## config.mk

```make
export PLATFORM = sky130hd
export DESIGN_NAME = pixel_word_packer
export DESIGN_NICKNAME = d
export VERILOG_FILES = /design/src/rtl/pixel_word_packer_pkg.sv /design/src/rtl/pixel_word_packer_edge_detector.sv /design/src/rtl/pixel_word_packer.sv
export SDC_FILE = /design/constraint.sdc
export NUM_CORES = 1
export LEC_CHECK = 0
export BUFFER_PORTS_ARGS = -buffer_cell sky130_fd_sc_hd__buf_4
export CAP_MARGIN = 20
export CORE_UTILIZATION = 39
export DETAILED_ROUTE_END_ITERATION = 8
export GPL_ROUTABILITY_DRIVEN = 0
export MAX_ROUTING_LAYER = met4
export PLACE_DENSITY_LB_ADDON = 0.3
export SYNTH_ARGS = -nofsm -noshare
export SYNTH_HDL_FRONTEND = slang
export SYNTH_HIERARCHICAL = 1
export SYNTH_SLANG_ARGS = --single-unit
export TNS_END_PERCENT = 1
```

## constraint.sdc

```tcl
create_clock -name clock -period 5.8 [get_ports clock]
set_clock_uncertainty 0.2 [all_clocks]
set_input_delay 1.16 -clock clock [delete_from_list [all_inputs] [get_ports clock]]
set_output_delay 1.16 -clock clock [all_outputs]
set_load 0.02 [all_outputs]
```

## src/rtl/pixel_word_packer_pkg.sv

```systemverilog
// Shared capture definitions: FSM encoding and default widths
// used by both the packer and the capture FIFO.
package pixel_word_packer_pkg;

  localparam int PKR_DATA_WIDTH  = 32;
  localparam int PKR_PIXEL_WIDTH = 8;
  localparam int PKR_BYTES_PER_WORD = 4;

  localparam logic [1:0] ST_IDLE       = 2'd0;
  localparam logic [1:0] ST_WAIT_FRAME = 2'd1;
  localparam logic [1:0] ST_ACTIVE     = 2'd2;

  function automatic int pkr_idx_width(input int n);
    return (n > 1) ? $clog2(n) : 1;
  endfunction

endpackage

```

## src/rtl/pixel_word_packer_edge_detector.sv

```systemverilog
// Registered previous value of a synchronous level,
// with combinational rise/fall pulses against the current value.
module pixel_word_packer_edge_detector (
  input  logic clock,
  input  logic reset_n,
  input  logic din,
  output logic rise,
  output logic fall
);

  logic prev;

  // remember last cycle's level
  always_ff @(posedge clock or negedge reset_n) begin
    if (!reset_n) prev <= 1'b0;
    else          prev <= din;
  end

  assign rise = din & ~prev;
  assign fall = ~din & prev;

endmodule

```

## src/rtl/pixel_word_packer.sv

```systemverilog
// Camera byte stream to 32-bit word packer with frame/line
// tracking, end-of-line padding and dropped-word flag.
module pixel_word_packer
  import pixel_word_packer_pkg::*;
#(
  parameter int DATA_WIDTH       = PKR_DATA_WIDTH,
  parameter int PIXEL_WIDTH      = PKR_PIXEL_WIDTH,
  parameter int BYTES_PER_WORD   = PKR_BYTES_PER_WORD,
  parameter int LINE_BYTES       = 1280,
  parameter int LINE_COUNT_WIDTH = 16
) (
  input  logic                        clock,
  input  logic                        reset_n,
  input  logic                        enable,
  input  logic                        vsync,
  input  logic                        href,
  input  logic [PIXEL_WIDTH-1:0]      pixel_data,
  input  logic                        fifo_busy,
  output logic [DATA_WIDTH-1:0]       word_data,
  output logic                        word_push,
  output logic                        frame_start,
  output logic                        frame_done,
  output logic                        overflow,
  output logic [LINE_COUNT_WIDTH-1:0] line_count
);

  localparam int IW = pkr_idx_width(BYTES_PER_WORD);
  localparam int CW = $clog2(LINE_BYTES + 1);

  logic [1:0]            state;
  logic [IW-1:0]         idx;
  logic [CW-1:0]         line_bytes;
  logic [DATA_WIDTH-1:0] acc;
  logic [DATA_WIDTH-1:0] merged;
  logic                  pend;
  logic                  done_pend;
  logic                  in_line;

  logic vs_rise, vs_fall;
  logic hr_rise, hr_fall;

  logic active, take, last, eol, pad, load;

  pixel_word_packer_edge_detector u_vs_edge (
    .clock   (clock),
    .reset_n (reset_n),
    .din     (vsync),
    .rise    (vs_rise),
    .fall    (vs_fall)
  );

  pixel_word_packer_edge_detector u_hr_edge (
    .clock   (clock),
    .reset_n (reset_n),
    .din     (href),
    .rise    (hr_rise),
    .fall    (hr_fall)
  );

  // a line is only captured if its href rise was seen in ACTIVE
  assign active = (state == ST_ACTIVE);
  assign take   = active & href & (in_line | hr_rise)
                & (line_bytes < CW'(LINE_BYTES));
  assign last   = (idx == IW'(BYTES_PER_WORD - 1));
  assign eol    = active & hr_fall;
  assign pad    = eol & (idx != '0);
  assign load   = (take & last) | pad;

  // the push is qualified by the FIFO in the cycle it is offered
  assign word_push = pend & ~fifo_busy;

  // accumulator with the current byte dropped into its lane
  always_comb begin
    merged = acc;
    if (take) merged[idx*PIXEL_WIDTH +: PIXEL_WIDTH] = pixel_data;
  end

  // frame FSM, packing, line counting and status flags
  always_ff @(posedge clock or negedge reset_n) begin
    if (!reset_n) begin
      state       <= ST_IDLE;
      idx         <= '0;
      line_bytes  <= '0;
      acc         <= '0;
      pend        <= 1'b0;
      done_pend   <= 1'b0;
      in_line     <= 1'b0;
      word_data   <= '0;
      frame_start <= 1'b0;
      frame_done  <= 1'b0;
      overflow    <= 1'b0;
      line_count  <= '0;
    end else if (!enable) begin
      state       <= ST_IDLE;
      idx         <= '0;
      line_bytes  <= '0;
      acc         <= '0;
      pend        <= 1'b0;
      done_pend   <= 1'b0;
      in_line     <= 1'b0;
      frame_start <= 1'b0;
      frame_done  <= 1'b0;
    end else begin
      frame_start <= 1'b0;
      frame_done  <= 1'b0;
      pend        <= load;
      if (load) word_data <= merged;
      if (pend && fifo_busy) overflow <= 1'b1;
      if (done_pend) begin
        frame_done <= 1'b1;
        done_pend  <= 1'b0;
      end
      unique case (state)
        ST_IDLE: state <= ST_WAIT_FRAME;
        ST_WAIT_FRAME: begin
          if (vs_fall) begin
            state       <= ST_ACTIVE;
            frame_start <= 1'b1;
            line_count  <= '0;
            overflow    <= 1'b0;
            idx         <= '0;
            acc         <= '0;
            line_bytes  <= '0;
            in_line     <= 1'b0;
          end
        end
        ST_ACTIVE: begin
          if (hr_rise) in_line <= 1'b1;
          if (take) begin
            line_bytes <= line_bytes + CW'(1);
            idx        <= last ? '0 : idx + IW'(1);
            acc        <= last ? '0 : merged;
          end
          if (eol) begin
            in_line    <= 1'b0;
            idx        <= '0;
            acc        <= '0;
            line_bytes <= '0;
            if (line_count != '1)
              line_count <= line_count + LINE_COUNT_WIDTH'(1);
          end
          if (vs_rise) begin
            state   <= ST_WAIT_FRAME;
            in_line <= 1'b0;
            // hold frame_done back so it lands after a word loaded now
            if (load) done_pend  <= 1'b1;
            else      frame_done <= 1'b1;
          end
        end
        default: state <= ST_IDLE;
      endcase
    end
  end

endmodule

```

==> results_dict.tcl, run 1 <==
set metrics [dict create \
    status "completed" \
    pwr-share-comb_pct 4.7 \
    wire_per_inst_um 15.8 \
    fin_crit_ns 3.18 \
    crit_path_end "line_count[12]" \
    fin_area_um2 6210 \
    htreeDepth 3 \
    yosysUniqueCellTypes 63 \
    crit-reg2reg-launch "idx[0]" \
    maxCapViolCount 0 \
    cts_root_buffer "clkbuf_16" \
    hold_buffers 0 \
    clk_pin_slew_ns 0.08 \
    grt_first_pass_wirelength_mm 19.2 \
    drc 0 \
    vias 3818 \
    worst_r2r_endpoint "acc[16]" \
    diodes 0 \
    dpl_cell_area_um2 5910 \
    rows 42 \
    grt_max_degree 58 \
    end_kind "flop" \
    cts_buffers 9 \
    synth-seq-area-share_pct 48.4 \
    synth_most_common_cell "dfrtp_1" \
    gr-usage-all-layers_pct 17.8 \
    start_util_pct 40.0 \
    fin_hold_ws_ns 0.306 \
    pin_count 66 \
    port-buffer-count 65 \
    synthTopCellsByCount "dfrtp_1, nand2_1, mux2i_1" \
    ys_warn_count 6 \
    p_per_area_nw_per_um2 227 \
    yosysTopAreaCellShare_pct 48.4 \
    synth.area.top_cells "dfrtp_1, mux2i_1, mux2_2" \
    clock-sinks 103 \
    fill_cells 1243 \
    rsz0062_at_grt "false" \
    drt_first_iter_violations 188 \
    die_x_um 119 \
    cts.path.max_buffers 2 \
    p_clk_share_pct 43.9 \
    tns_ns 0 \
    critPathKind "input port to flop" \
    hold_viol_final 0 \
    slew_viol_final 0 \
    worstPathMaxFanout 25 \
    finalSetupViolCount 0 \
    leakagePower_nw 2.83 \
    die_h_um 119 \
    worstHoldPathType "flop to flop" \
    via_per_inst 5.30 \
    first_pass_iters 4 \
    synth_edf_count 0 \
    fmax_mhz 315 \
    swShare_pct 25.6 \
    wl_mm 11.4 \
    antenna_left 0 \
    post_cts_resized 0 \
    dp_hpwl_mm 7.83 \
    arrival_ns 3.26 \
    cts_tree "done" \
    p_sw_mw 0.361 \
    synth_fp_nets 510 \
    dieArea_um2 14100 \
    synth.largest_area_cell "dfrtp_1" \
    antenna_found_initial 0 \
    async_reset_ff_share_pct 100 \
    ys.flop_type "dfrtp_1" \
    fin_crit_sh_pct 54.8 \
    insertion_delay_ns 0.35 \
    synth_area_per_cell_um2 10.9 \
    nNetsFinal 561 \
    ys_ff_latch 103 \
    ff2ff_path_depth 5 \
    intPower_mw 1.05 \
    worst_pin_slew_ns 0.795 \
    crit_required_ns 5.89 \
    p_seq_share_pct 51.4 \
    synthesis.area_um2 5320 \
    grt_overflow 0 \
    drive_gt1_share_pct 25.0 \
    hp-start "acc[29]" \
    startpoint "vsync" \
    slew_headroom_pct 46.5 \
    core_area_um2 13300 \
    post_cts_buffers 0 \
    r2r_setup_slack_ns 3.17 \
    cp-start-kind "input port" \
    syn_inst 488 \
    grt_pass1_vias 3725 \
    area_growth_pct 16.7 \
    total_power_mw 1.41 \
    ir_drop_v 0.000149 \
]
## worst min-delay path by stage
| stage | to | depth (start not counted) |
|---|---|---|
| final | acc[29] | 1 |
| after global routing | acc[6] | 1 |
| after CTS | acc[6] | 1 |
| after detailed placement | acc[6] | 1 |
| after global placement | acc[4] | 1 |
| after floorplan | frame_done | 2 |
## power by group through the flow
stage / clock network, mW / logic, mW / registers [mW]
2_1_floorplan: 0 / 0.0317 / 0.740
3_3_place_gp: 0 / 0.0656 / 0.739
3_5_place_dp: 0 / 0.0673 / 0.739
4_1_cts: 0.636 / 0.0673 / 0.725
5_1_grt: 0.666 / 0.0733 / 0.726
6_report: 0.619 / 0.0659 / 0.725
## area by class of cell
type                    instances  area, um^2  share of cell area (%)
multi-input cells             313        2430                    39.2
clock buffers                   9         225                    3.62
repair buffers                 68         510                    8.22
well taps                     176         220                    3.54
flip-flops and latches        103        2580                    41.5
inverters                      44         165                    2.66
clock inverters                 7        81.3                    1.31
## registers in the layout, indices dropped and copies added (netlist names), 2 cells and up
name	cells
line_bytes	11
line_count	16
state	2
idx	2
word_data	32
acc	32
## critical path, cell delays in order
cell and delay (ns):
buf_4 0.12, and2b_2 0.23, nand4b_2 0.50, inv_2 0.35, o21ai_0 0.29, or4_1 0.46, a21oi_1 0.14
## cell usage in the layout (no fill, tap or decap), drive strengths merged, types with 4 or more instances in the layout
cell and instances:
a211oi 8, a21oi 7, a22o 34, and3 8, and4 6, buf 68
clkbuf 9, dfrtp 103, ha 8, inv 49, mux2 34, mux2i 44
nand2 53, nand2b 9, nand3 11, nand4 4, nor2 9, nor2b 6
nor3 6, nor4 5, o211ai 4, o21ai 8, o22ai 5, or4 4
## cells by family after synthesis
group / count (synthesis) / synth area share, %
buffers and inverters: 72 / 5.88
adders and majority gates: 8 / 1.88
AOI/OAI and AO/OA: 81 / 12.5
and+or+nand+nor: 144 / 15.6
muxes: 78 / 15.5
xor gates and xnor gates: 2 / 0.329
DFF: 103 / 48.4
## stage by stage
step	util (%)	cells	worst slack, ns
final	46.7	720	2.62
after global routing	46.7	720	2.39
after CTS	46.7	720	2.62
after detailed placement	44.4	704	2.23
after global placement	44.4	704	2.31
after floorplan	-	488	2.98
## routing by layer
layer	vias up	GRT usage [%]	routed length, um
li1	1842	-	-
met1	1905	24.0	5510
met2	60	26.3	5370
met3	11	3.40	325
met4	0	7.44	191
met5	-	-	0
No activity file was read; power rests on OpenSTA's default activity.
==> run 2: changes to the inputs <==
==> constraint.sdc (replaced) <==
create_clock -name clock -period 2.6 [get_ports clock]
set_clock_uncertainty 0.2 [all_clocks]
set_input_delay 0.52 -clock clock [delete_from_list [all_inputs] [get_ports clock]]
set_output_delay 0.52 -clock clock [all_outputs]
set_load 0.02 [all_outputs]
==> results_dict.tcl, run 2 (synthesis results as in run 1) <==
set metrics [dict create \
    via_per_inst 5.36 \
    vias 3934 \
    rows 42 \
    mostFrequentLayoutCells "dfrtp_1, buf_4, nand2_1, mux2i_1, inv_1" \
    hp-start "vsync" \
    crit-reg2reg-launch "idx[0]" \
    drc 0 \
    ff2ff_path_depth 6 \
    critPathBufInv 2 \
    holdPathStages 1 \
    cpLargestDelayFamily "simple AND/OR/NAND/NOR gates" \
    multi_input_area_um2 2430 \
    fin_crit_ns 2.35 \
    htreeDepth 3 \
    hold_viol_final 0 \
    cts.path.max_buffers 2 \
    drive_gt1_share_pct 26.7 \
    tns_ns 0 \
    dpl_worst_slack_ns 0.149 \
    worst_pin_slew_ns 0.798 \
    p_per_area_nw_per_um2 491 \
    dp_hpwl_mm 8.33 \
    fin_hold_ws_ns 0.0916 \
    crit_required_ns 2.69 \
    clock-sinks 103 \
    wire_per_inst_um 16.1 \
    die_h_um 119 \
    worstPathMaxFanout 10 \
    die_x_um 119 \
    cts_buffers 9 \
    worst_r2r_endpoint "acc[22]" \
    mostFrequentLayoutCell "dfrtp_1" \
    grt_first_pass_wirelength_mm 20.3 \
    fin_crit_sh_pct 90.5 \
    startpoint "idx[0]" \
    start_util_pct 40.0 \
    slew_headroom_pct 46.3 \
    end_kind "flop" \
    nNetsFinal 575 \
    cp-start-kind "flop" \
    leakagePower_nw 2.90 \
    grt_overflow 0 \
    r2r_setup_slack_ns 0.25 \
    slowest_delay_ns 0.52 \
    post_cts_buffers 0 \
    cts_root_buffer "clkbuf_16" \
    grt_max_degree 55 \
    largestRegisters "acc: 32 flops, word_data: 32 flops, line_count: 16 flops" \
    arrival_ns 2.44 \
    wl_mm 11.9 \
    finalSetupViolCount 0 \
    ir_drop_v 0.000266 \
    area_growth_pct 18.9 \
    final.setup.worst_slack_ns 0.246 \
    maxCapViolCount 0 \
    status "completed" \
    diodes 0 \
    cts_tree "done" \
    rsz0062_at_grt "false" \
    slew_viol_final 0 \
    core_area_um2 13300 \
    hold_path_end "u_vs_edge/prev" \
    clk_pin_slew_ns 0.07 \
    pin_count 66 \
    first_pass_iters 4 \
    port-buffer-count 65 \
    seq_area_um2 2580 \
    gr-usage-all-layers_pct 18.7 \
    crit_path_top_delay_cell "dfrtp_1" \
    path_cells "inv_1 > ha_1 > nor4b_2 > buf_4 > and3_1 > a22o_1" \
    grt_pass1_vias 4032 \
    critPathKind "flop to flop" \
    fill_cells 1255 \
    antenna_found_initial 0 \
    dieArea_um2 14100 \
    drt_first_iter_violations 192 \
    worstHoldPathType "input port to flop" \
    insertion_delay_ns 0.35 \
    fmax_mhz 425 \
    antenna_left 0 \
]
[run 2: area by class of cell]
cell class	instances	area share, %
Clock buffer	10	3.62
Clock inverter	6	0.968
Inverter	44	2.61
Multi-Input combinational cell	313	38.5
Sequential cell	103	40.7
Tap cell	176	3.48
Timing Repair Buffer	82	10.2
[run 2: report_power, final]
part | total (mW) | switching, mW | internal [mW]
Sequential | 1.62 | 0.00980 | 1.61
Clock | 1.33 | 0.591 | 0.743
Combinational | 0.156 | 0.108 | 0.0478
Total | 3.11 | 0.709 | 2.40
[run 2: repair_timing]
action | 4_1_cts | 5_1_grt
gates resized for setup | 0 | 1
hold buffers | 1 | 0
hold endpoints to repair | 25 | 0
endpoints found under the setup margin | 0 | 8
[run 2: worst reg2reg max path: cells and delay by family, from the launching register on]
family / cells / cell delay, ns
flip-flops: 1 / 0.52
buffers and inverters: 2 / 0.36
AND/OR/NAND/NOR: 2 / 0.62
AO/OA/AOI/OAI: 1 / 0.19
adder cells (fa/ha/maj): 1 / 0.40
[run 2: metal layers]
layer,part of all wire [%],routed length (um),track usage (%)
met1,45,5280,23.1
met2,49,5870,29.9
met3,3.8,454,3.88
met4,2.2,256,7.91
met5,0,0,-
[run 2: through the flow]
step	cells	total power, mW	utilization, %	instance area, um^2
floorplan	488	1.72	-	5320
global placement	717	1.80	45.4	6030
detailed placement	717	1.81	45.4	6030
CTS	734	3.15	47.6	6330
global route	734	3.22	47.6	6330
finish	734	3.11	47.6	6330
[run 2: worst max-delay path by stage]
stage,endpoint,cells after the start
6_report,acc[22],6
5_1_grt,acc[11],5
4_1_cts,acc[2],6
3_5_place_dp,line_count[12],6
3_3_place_gp,line_count[12],6
2_1_floorplan,acc[0],7
==> run 3: changes to the inputs <==
--- a/config.mk
+++ b/config.mk
@@ -12,6 +12,7 @@
 export GPL_ROUTABILITY_DRIVEN = 0
 export MAX_ROUTING_LAYER = met4
 export PLACE_DENSITY_LB_ADDON = 0.3
+export REMOVE_ABC_BUFFERS = 1
 export SYNTH_ARGS = -nofsm -noshare
 export SYNTH_HDL_FRONTEND = slang
 export SYNTH_HIERARCHICAL = 1
==> results_dict.tcl, run 3 (synthesis results as in run 1) <==
set metrics [dict create \
    dieArea_um2 14100 \
    wl_mm 11.8 \
    antenna_found_initial 0 \
    finalSetupViolCount 0 \
    p_seq_share_pct 52.2 \
    grt_first_pass_wirelength_mm 19.9 \
    swShare_pct 23.0 \
    rsz0062_at_grt "false" \
    die_x_um 119 \
    post_cts_buffers 0 \
    clk_pin_slew_ns 0.07 \
    fin_crit_sh_pct 89.5 \
    fmax_mhz 430 \
    insertion_delay_ns 0.36 \
    maxCapViolCount 0 \
    pwr-share-comb_pct 5.1 \
    diodes 0 \
    crit_path_top_delay_cell "dfrtp_1" \
    nNetsFinal 575 \
    cts_buffers 9 \
    critPathBufInv 2 \
    drive_gt1_share_pct 26.7 \
    dpl_worst_slack_ns 0.129 \
    met2_length_mm 5.53 \
    fin_crit_ns 2.33 \
    path_cells "inv_1 > ha_1 > nor4bb_1 > buf_4 > nand2_1 > mux2i_1 > mux2_2" \
    end_kind "flop" \
    p_per_area_nw_per_um2 489 \
    p_clk_share_pct 42.7 \
    ir_drop_v 0.000278 \
    die_h_um 119 \
    tns_ns 0 \
    area_growth_pct 18.9 \
    holdPathStages 1 \
    dp_hpwl_mm 8.16 \
    worstPathMaxFanout 10 \
    mostFrequentLayoutCell "dfrtp_1" \
    start_util_pct 40.0 \
    intPower_mw 2.38 \
    slowest_delay_ns 0.53 \
    vias 3930 \
    first_pass_iters 4 \
    cts_tree "done" \
    worstHoldPathType "input port to flop" \
    grt_overflow 0 \
    ff2ff_path_depth 7 \
    cp.depth 7 \
    slew_viol_final 0 \
    leakagePower_nw 2.90 \
    hold_viol_final 0 \
    status "completed" \
    wl_met1_mm 5.47 \
    slew_headroom_pct 49.7 \
    p_sw_mw 0.713 \
    dpl_cell_area_um2 6030 \
    top_layer "met4" \
    core_area_um2 13300 \
    cp-start-kind "flop" \
    cts.path.max_buffers 2 \
    cts_root_buffer "clkbuf_16" \
    mostFrequentLayoutCells "dfrtp_1, buf_4, nand2_1, mux2i_1, inv_1" \
    grt_max_degree 40 \
    clock-sinks 103 \
    crit_required_ns 2.70 \
    port-buffer-count 65 \
    gr-usage-all-layers_pct 18.5 \
    dr_wl_met3_um 563 \
    grt_pass1_vias 3963 \
    final_util_pct 47.6 \
    drt_first_iter_violations 201 \
    antenna_left 0 \
    rows 42 \
    via_per_inst 5.35 \
    cpLargestDelayFamily "flip-flops" \
    worst_pin_slew_ns 0.746 \
    post_cts_resized 0 \
    arrival_ns 2.42 \
    final.setup.worst_slack_ns 0.274 \
    htreeDepth 3 \
    drc 0 \
    wire_per_inst_um 16.0 \
    largestRegisters "acc: 32 flops, word_data: 32 flops, line_count: 16 flops" \
    critPathKind "flop to flop" \
    pin_count 66 \
    fin_area_um2 6330 \
]
==> run 3: cell types whose count changed in the layout (fill, tap and decap cells not counted), sizes merged <==
| cell | before | now |
|---|---|---|
| bufinv | 1 | 0 |
| clkbuf | 10 | 12 |
| inv | 44 | 45 |
| clkinv | 4 | 2 |
==> run 3: final timing paths <==
check	slack (ns)	endpoint	start
min reg2reg	0.29	frame_done	done_pend
min in group asynchronous	0.48	line_count[4]	reset_n
max reg2reg	0.27	word_data[3]	idx[0]
max in group asynchronous	1.06	line_bytes[1]	reset_n
min	0.09	u_vs_edge/prev	vsync
max	0.27	word_data[3]	idx[0]
==> run 3: layout make-up <==
cell class              instances  area, um^2
fillers                      1227        6960
flip-flops and latches        103        2580
multi-input cells             313        2430
repair buffers                 82         643
clock buffers                  12         267
well taps                     176         220
inverters                      44         165
clock inverters                 4        26.3
==> run 3: worst register-to-register path, stage by stage (launching register included) <==
cell	delay [ns]
dfrtp_1	0.53
inv_1	0.14
ha_1	0.39
nor4bb_1	0.34
buf_4	0.23
nand2_1	0.07
mux2i_1	0.18
mux2_2	0.18
==> run 3: routing by layer <==
metal | track usage, % | up-vias
li1 | - | 1858
met1 | 24.3 | 1980
met2 | 28.0 | 77
met3 | 4.12 | 15
met4 | 6.96 | 0
met5 | - | -
==> run 3: per-stage QoR <==
stage	hold slack, ns	instances	power (mW)
3_5_place_dp	0.282	717	1.81
5_1_grt	0.0747	734	3.23
6_report	0.0866	734	3.10
4_1_cts	0.0761	734	3.14
3_3_place_gp	0.275	717	1.80
2_1_floorplan	0.0244	460	1.70
==> run 3: timing repair <==
item	in CTS	in global routing
endpoints found under the setup margin	0	0
hold endpoints to repair	34	0
hold buffers	1	0
==> run 3: power by group through the flow <==
stage	registers [mW]	clock network (mW)	logic [mW]
after floorplan	1.65	0	0.0534
after global placement	1.65	0	0.155
after detailed placement	1.65	0	0.159
after CTS	1.62	1.36	0.160
after global routing	1.62	1.43	0.175
final	1.62	1.32	0.157
